--- src/rtl/ip_codma_mem_responder_if.sv ---
// ----------------------------------------------------------------------------
// ip_codma_mem_responder_if
// Initiator <-> memory responder bus bundle.
//   req_i    : initiator request, held high for the whole transfer
//   wr_i     : 1 = write, 0 = read (sampled at acceptance)
//   addr_i   : byte address (sampled at acceptance)
//   size_i   : size code 3/8/9 -> 1/2/4 beats (sampled at acceptance)
//   wdata_i  : write data, sampled on every granted write beat
//   grant_o  : high on each active data beat
//   rvalid_o : read data valid, coincident with grant_o on read beats
//   rdata_o  : registered read data
//   error_o  : one-cycle error pulse for an illegal request
//   busy_o   : responder not idle
// master = initiator side, slave = responder side.
// ----------------------------------------------------------------------------
interface ip_codma_mem_responder_if;
   logic        req_i;
   logic        wr_i;
   logic [31:0] addr_i;
   logic [3:0]  size_i;
   logic [63:0] wdata_i;
   logic        grant_o;
   logic        rvalid_o;
   logic [63:0] rdata_o;
   logic        error_o;
   logic        busy_o;

   modport master (
      output req_i, wr_i, addr_i, size_i, wdata_i,
      input  grant_o, rvalid_o, rdata_o, error_o, busy_o
   );

   modport slave (
      input  req_i, wr_i, addr_i, size_i, wdata_i,
      output grant_o, rvalid_o, rdata_o, error_o, busy_o
   );
endinterface

--- src/rtl/ip_codma_mem_responder.sv ---
// ----------------------------------------------------------------------------
// ip_codma_mem_responder
// Single-port 64-bit memory responder for the CODMA initiator. A request is
// accepted in idle, checked for legality, delayed by GRANT_LATENCY cycles and
// then served as 1, 2 or 4 consecutive granted beats. Reads use a lookahead
// registered fetch so rdata_o is valid in the same cycle as grant_o.
// Ports:
//   clk_i     : clock, rising edge
//   reset_n_i : asynchronous active-low reset (memory array is not reset)
//   bus       : ip_codma_mem_responder_if.slave (request/data/status signals)
// Parameters:
//   MEM_DEPTH     : number of 64-bit entries (power of two, 2..1024)
//   GRANT_LATENCY : cycles from acceptance edge to first grant (1..15)
// ----------------------------------------------------------------------------
module ip_codma_mem_responder #(
   parameter int unsigned MEM_DEPTH     = 64,
   parameter int unsigned GRANT_LATENCY = 2
) (
   input logic                     clk_i,
   input logic                     reset_n_i,
   ip_codma_mem_responder_if.slave bus
);

   localparam int unsigned IDX_W  = (MEM_DEPTH > 1) ? $clog2(MEM_DEPTH) : 1;
   localparam int unsigned LAT_W  = 4;
   localparam int unsigned BEAT_W = 3;

   typedef enum logic [1:0] {
      RSP_IDLE   = 2'd0,
      RSP_WAIT   = 2'd1,
      RSP_ACTIVE = 2'd2,
      RSP_ERROR  = 2'd3
   } rsp_state_e;

   rsp_state_e          state_q, state_d;

   // Captured request
   logic                wr_q;
   logic [IDX_W-1:0]    base_q;
   logic [BEAT_W-1:0]   nbeats_q;

   // Counters
   logic [LAT_W-1:0]    lat_q, lat_d;
   logic [BEAT_W-1:0]   beat_q, beat_d;

   // Registered outputs
   logic                grant_q, grant_d;
   logic                rvalid_q, rvalid_d;
   logic                error_q, error_d;
   logic                busy_q, busy_d;
   logic [63:0]         rdata_q;

   // Datapath controls
   logic                cap_en;
   logic                rd_en;
   logic [IDX_W-1:0]    rd_idx;
   logic                wr_en;
   logic [IDX_W-1:0]    wr_idx;

   // Request decode
   logic [BEAT_W-1:0]   req_beats_c;
   logic [31:0]         req_last_c;
   logic                req_illegal_c;

   logic [63:0]         mem [MEM_DEPTH];

   // Beat count from size code and legality of the incoming request
   always_comb begin
      req_beats_c = '0;
      case (bus.size_i)
         4'd3:    req_beats_c = BEAT_W'(1);
         4'd8:    req_beats_c = BEAT_W'(2);
         4'd9:    req_beats_c = BEAT_W'(4);
         default: req_beats_c = '0;
      endcase
      req_last_c    = 32'(bus.addr_i[31:3]) + 32'(req_beats_c) - 32'd1;
      req_illegal_c = (req_beats_c == '0) ||
                      (bus.addr_i[2:0] != 3'b000) ||
                      (req_last_c >= 32'(MEM_DEPTH));
   end

   // State register
   always_ff @(posedge clk_i or negedge reset_n_i) begin
      if (!reset_n_i) begin
         state_q <= RSP_IDLE;
      end else begin
         state_q <= state_d;
      end
   end

   // Next-state logic; req_i dropping mid-transfer aborts back to idle
   always_comb begin
      state_d = state_q;
      case (state_q)
         RSP_IDLE: begin
            if (bus.req_i) begin
               state_d = req_illegal_c ? RSP_ERROR : RSP_WAIT;
            end
         end
         RSP_WAIT: begin
            if (!bus.req_i) begin
               state_d = RSP_IDLE;
            end else if (lat_q == '0) begin
               state_d = RSP_ACTIVE;
            end
         end
         RSP_ACTIVE: begin
            if (!bus.req_i || (beat_q == nbeats_q - BEAT_W'(1))) begin
               state_d = RSP_IDLE;
            end
         end
         RSP_ERROR: state_d = RSP_IDLE;
         default:   state_d = RSP_IDLE;
      endcase
   end

   // Output/control logic; outputs are computed from the next state and
   // registered so they line up with the state they describe
   always_comb begin
      cap_en   = 1'b0;
      lat_d    = lat_q;
      beat_d   = beat_q;
      wr_en    = 1'b0;
      wr_idx   = base_q + IDX_W'(beat_q);
      rd_idx   = base_q;
      busy_d   = (state_d != RSP_IDLE);
      error_d  = (state_d == RSP_ERROR);
      grant_d  = (state_d == RSP_ACTIVE);
      case (state_q)
         RSP_IDLE: begin
            cap_en = bus.req_i;
            // WAIT lasts GRANT_LATENCY cycles, counting down to zero
            lat_d  = LAT_W'(GRANT_LATENCY - 1);
            beat_d = '0;
         end
         RSP_WAIT: begin
            if (lat_q != '0) begin
               lat_d = lat_q - LAT_W'(1);
            end
         end
         RSP_ACTIVE: begin
            wr_en  = bus.req_i & wr_q;
            beat_d = beat_q + BEAT_W'(1);
            // Lookahead: fetch the entry for the next beat
            rd_idx = base_q + IDX_W'(beat_q) + IDX_W'(1);
         end
         default: ;
      endcase
      rvalid_d = grant_d & ~wr_q;
      rd_en    = rvalid_d;
   end

   // Output registers, request capture, counters and read data
   always_ff @(posedge clk_i or negedge reset_n_i) begin
      if (!reset_n_i) begin
         grant_q  <= 1'b0;
         rvalid_q <= 1'b0;
         error_q  <= 1'b0;
         busy_q   <= 1'b0;
         rdata_q  <= '0;
         lat_q    <= '0;
         beat_q   <= '0;
         wr_q     <= 1'b0;
         base_q   <= '0;
         nbeats_q <= '0;
      end else begin
         grant_q  <= grant_d;
         rvalid_q <= rvalid_d;
         error_q  <= error_d;
         busy_q   <= busy_d;
         lat_q    <= lat_d;
         beat_q   <= beat_d;
         if (cap_en) begin
            wr_q     <= bus.wr_i;
            base_q   <= IDX_W'(bus.addr_i[31:3]);
            nbeats_q <= req_beats_c;
         end
         if (rd_en) begin
            rdata_q <= mem[rd_idx];
         end
      end
   end

   // Memory array, not reset; writes qualify on the reset-cleared state
   always_ff @(posedge clk_i) begin
      if (wr_en) begin
         mem[wr_idx] <= bus.wdata_i;
      end
   end

   assign bus.grant_o  = grant_q;
   assign bus.rvalid_o = rvalid_q;
   assign bus.rdata_o  = rdata_q;
   assign bus.error_o  = error_q;
   assign bus.busy_o   = busy_q;

endmodule

--- src/flat_wrapper.sv ---
// flat-port wrapper written by rule: the top's interface ports become plain ports
module ip_codma_mem_responder_flat 
#(
   parameter int unsigned MEM_DEPTH     = 64,
   parameter int unsigned GRANT_LATENCY = 2
)
  (clk_i, reset_n_i, bus_req_i, bus_wr_i, bus_addr_i, bus_size_i, bus_wdata_i, bus_grant_o, bus_rvalid_o, bus_rdata_o, bus_error_o, bus_busy_o);
  ip_codma_mem_responder_if bus_i ();
  input logic clk_i;
  input logic reset_n_i;
  input wire logic [$bits(bus_i.req_i)-1:0] bus_req_i;
  input wire logic [$bits(bus_i.wr_i)-1:0] bus_wr_i;
  input wire logic [$bits(bus_i.addr_i)-1:0] bus_addr_i;
  input wire logic [$bits(bus_i.size_i)-1:0] bus_size_i;
  input wire logic [$bits(bus_i.wdata_i)-1:0] bus_wdata_i;
  output wire logic [$bits(bus_i.grant_o)-1:0] bus_grant_o;
  output wire logic [$bits(bus_i.rvalid_o)-1:0] bus_rvalid_o;
  output wire logic [$bits(bus_i.rdata_o)-1:0] bus_rdata_o;
  output wire logic [$bits(bus_i.error_o)-1:0] bus_error_o;
  output wire logic [$bits(bus_i.busy_o)-1:0] bus_busy_o;
  assign bus_i.req_i = bus_req_i;
  assign bus_i.wr_i = bus_wr_i;
  assign bus_i.addr_i = bus_addr_i;
  assign bus_i.size_i = bus_size_i;
  assign bus_i.wdata_i = bus_wdata_i;
  assign bus_grant_o = bus_i.grant_o;
  assign bus_rvalid_o = bus_i.rvalid_o;
  assign bus_rdata_o = bus_i.rdata_o;
  assign bus_error_o = bus_i.error_o;
  assign bus_busy_o = bus_i.busy_o;
  ip_codma_mem_responder #(.MEM_DEPTH(MEM_DEPTH), .GRANT_LATENCY(GRANT_LATENCY)) u_core (.clk_i(clk_i), .reset_n_i(reset_n_i), .bus(bus_i));
endmodule
--- config.mk ---
export PLATFORM = sky130hd
export DESIGN_NAME = ip_codma_mem_responder_flat
export DESIGN_NICKNAME = d
export VERILOG_FILES = /design/src/rtl/ip_codma_mem_responder_if.sv /design/src/rtl/ip_codma_mem_responder.sv /design/src/flat_wrapper.sv
export SDC_FILE = /design/constraint.sdc
export NUM_CORES = 2
export LEC_CHECK = 0
export BUFFER_PORTS_ARGS = -buffer_cell sky130_fd_sc_hd__clkbuf_2
export CELL_PAD_IN_SITES_DETAIL_PLACEMENT = 1
export CELL_PAD_IN_SITES_GLOBAL_PLACEMENT = 1
export CORE_MARGIN = 1.5
export CORE_UTILIZATION = 30
export DETAILED_ROUTE_END_ITERATION = 6
export GPL_TIMING_DRIVEN = 1
export PLACE_DENSITY = 0.49
export SYNTH_ARGS = -nofsm -noshare
export SYNTH_HDL_FRONTEND = slang
export SYNTH_SLANG_ARGS = --single-unit
--- constraint.sdc ---
create_clock -name clk_i -period 14.2 [get_ports clk_i]
set_input_delay 2.84 -clock clk_i [delete_from_list [all_inputs] [get_ports clk_i]]
set_output_delay 2.84 -clock clk_i [all_outputs]
set_load 0.01 [all_outputs]
==> impl_metrics.ini <==
[status]
outcome = complete, no violations

[sta]
layout_min_cycle_time_ps = 6682
tns_ps = 0
fin_skew_ps = 104.7
hold_violations = 0
fin_ws_ps = 7518
setup_viol = 0
slew_violations = 0
rsz0062_at_grt = false
max-slew-margin-rel_pct = 7.076
finalCritPeriodShare_pct = 47.05
worstMarginPinSlew_ps = 1394
fmax_mhz = 149.7

[critical_path]
rr_startpoint = u_core.beat_q[0]
crit_top_cell = buf_4
ff2ff_path_depth = 13
critPathMaxFanout = 47
critPathRequiredTime_ps = 15040
crit_path_max_incr_delay_ps = 850
critical_path_class = reg -> reg
r2r_end = u_core.bus.rdata_o[30]
path_cells = ha_1 -> fa_1 -> ha_1 -> mux2i_4 -> buf_4 -> buf_4 -> buf_4 -> buf_4 -> mux4_2 -> mux4_2 -> nand2_1 -> and3_1 -> o31ai_1
crit_path_start_kind = register
rrSetupSlack_ps = 7520
cp.arrival_ps = 7520
crit_slowest_cell = buf_4
critPathCaptureType = register

[routing]
drtIter0Drc = 8233
route.final.wire_length_um = 498600
vias_per_cell = 5.227
routedWlPerCell_um = 34.36
drc = 0
antenna_left = 0
num_vias = 75840
first_pass_iters = 5

[clock_network]
clk_pin_slew_ps = 60
clk_latency_ps = 1050
cts_tree = built
clock_path_buffers = 4
clkSinkCount = 4183
cts_root_buf = clkbuf_16
cts_hold_buf = 0
post_cts_buffers = 0
cts_made_buffers = 446
htree_levels = 5
cts-resized-gates = 0

[layout]
fin_area_mm2 = 0.1850
drive_gt1_share_pct = 31.85
fillers = 51050
final_util_pct = 34.75
areaGrowthSynthToFinish_pct = 15.43
nNetsFinal = 7215
stdcell_count = 14510

[global_route]
grt_start_max_net_pins = 137
grt_usage_pct = 18.17
grt_pass1_wl_um = 683900
grt_pass1_vias = 79880
grt_overflow_total = 0
antenna_found_initial = 47

[place]
hpwl_um = 262200
place.gp.congestion = 0.7443
dp_slack_ps = 6734
dpl_cell_area_mm2 = 0.1707
port_buffers = 171
placed_cells = 13660

[synthesis]
synthMostInstantiatedCell = edfxtp_1
ys_seq_area_share_pct = 78.09
netlist_area_mm2 = 0.1603
ys_top_cells_by_area = edfxtp_1 (77%), mux4_2 (18%), dfrtp_1 (1.4%)
avgSynthCellArea_um2 = 24.27
synthArstFlopShare_pct = 2.080
ys_seq_elements = 4183
synthFlopType = edfxtp_1
synth_cell_types = 64
synth_edf_count = 4096
synth_nets = 6721
yosysWarnings = 0
synth_area_leader_cell = edfxtp_1
syn_inst = 6604
synth.top_cell.area_share_pct = 76.73
ys_top_cells_by_count = edfxtp_1 (4096), mux4_2 (1280), nand2_1 (245)

[floorplan]
die_h_um = 734.0
die-area_mm2 = 0.5387
initial_core_util_pct = 30.10
fp.dieW_um = 734.0
row_count = 268
coreArea_mm2 = 0.5325
ios = 172

[power_and_ir_drop]
leakage_nw = 57.26
ir_worst_vdd_mv = 0.3374
power_density_mw_per_mm2 = 221.4

[worst_hold_path]
hold_path.class = reg -> reg
hp-start = u_core.bus.rdata_o[5]
worstHoldEndpoint = u_core.bus.rdata_o[5]
min_path_cells = 2

[run]
drv_cap = 0
## per-stage QoR
step	hold WS (ps)	power [mW]
6_report	496.6	40.97
5_1_grt	532.3	42.65
4_1_cts	501.6	41.69
3_5_place_dp	488.7	30.27
3_3_place_gp	484.3	30.22
2_1_floorplan	460.2	24.91
## worst max path at each step
stage	from	end	slack, ps	cells after the start
floorplan	bus_req_i	u_core.mem[54][0]	7550	4
global placement	bus_req_i	u_core.mem[50][58]	6740	7
detailed placement	bus_req_i	u_core.mem[50][58]	6730	7
CTS	u_core.beat_q[0]	u_core.bus.rdata_o[30]	7460	13
global route	u_core.beat_q[0]	u_core.bus.rdata_o[30]	7320	13
finish	u_core.beat_q[0]	u_core.bus.rdata_o[30]	7520	13
## layer usage
layer	part of all wire, %	global-route usage, %	routed length [um]	vias up
li1	-	-	-	29580
met1	44	25.97	220000	43280
met2	49	29.99	242300	2419
met3	5.6	2.601	27690	547
met4	1.7	3.136	8593	8
met5	0.0090	0	45	-
## where the power goes
| group | switching, mW | internal, mW | leakage (nW) |
|---|---|---|---|
| sequential | 0.284 | 13.7 | 37.9 |
| clock | 4.94 | 6.42 | 6.90 |
| combinational | 8.33 | 7.25 | 12.5 |
| total | 13.6 | 27.4 | 57.3 |
## placed cells by master (no fill, tap or decap), types with 31 or more instances in the layout
master	n
a211oi_1	66
and2_1	67
and3_1	75
buf_12	32
buf_4	193
clkbuf_1	115
clkbuf_16	451
clkbuf_2	164
clkbuf_8	31
clkinv_1	98
clkinv_2	72
dfrtp_1	87
edfxtp_1	4096
mux4_2	1280
nand2_1	245
nor2_4	64
o31ai_1	65
## logic make-up (layout without fill, tap and decap cells)
family / Yosys count / in the layout / share of synthesized area, %
buffers and inverters: 363 / 1238 / 1.106
AO/OA/AOI/OAI: 184 / 184 / 0.8367
AND/OR/NAND/NOR: 545 / 545 / 1.662
multiplexers: 1290 / 1290 / 18.05
flip-flops: 4183 / 4183 / 78.09
adder cells (fa/ha/maj): 13 / 13 / 0.1108
XOR/XNOR: 26 / 26 / 0.1467
other: 0 / 11 / 0
## critical path: cells and delay by family, from the launching register on
family | cells | cell delay, ps
buffers and inverters | 4 | 2710
adder cells (fa/ha/maj) | 3 | 1420
multiplexers | 3 | 1090
AND/OR/NAND/NOR | 2 | 520
flip-flops | 1 | 450
AO/OA/AOI/OAI | 1 | 110
## state kept, by name (all words and copies together) (netlist names), 2 cells and up
register and cells:
u_core.base_q 6, u_core.bus.rdata_o 64, u_core.lat_q 4, u_core.nbeats_q 3
u_core.beat_q 3, u_core.state_q 2, u_core.mem 4096
## cell type report
cell class | count | area, um^2 | share of cell area (%)
diodes | 11 | 27.53 | 0.01488
clock buffers | 597 | 12140 | 6.563
clock inverters | 232 | 1984 | 1.072
inverters | 13 | 48.80 | 0.02637
multi-input cells | 2058 | 33920 | 18.33
flip-flops and latches | 4183 | 125200 | 67.65
well taps | 7020 | 8783 | 4.747
repair buffers | 396 | 2952 | 1.595
(Power assumes the default switching activity.)
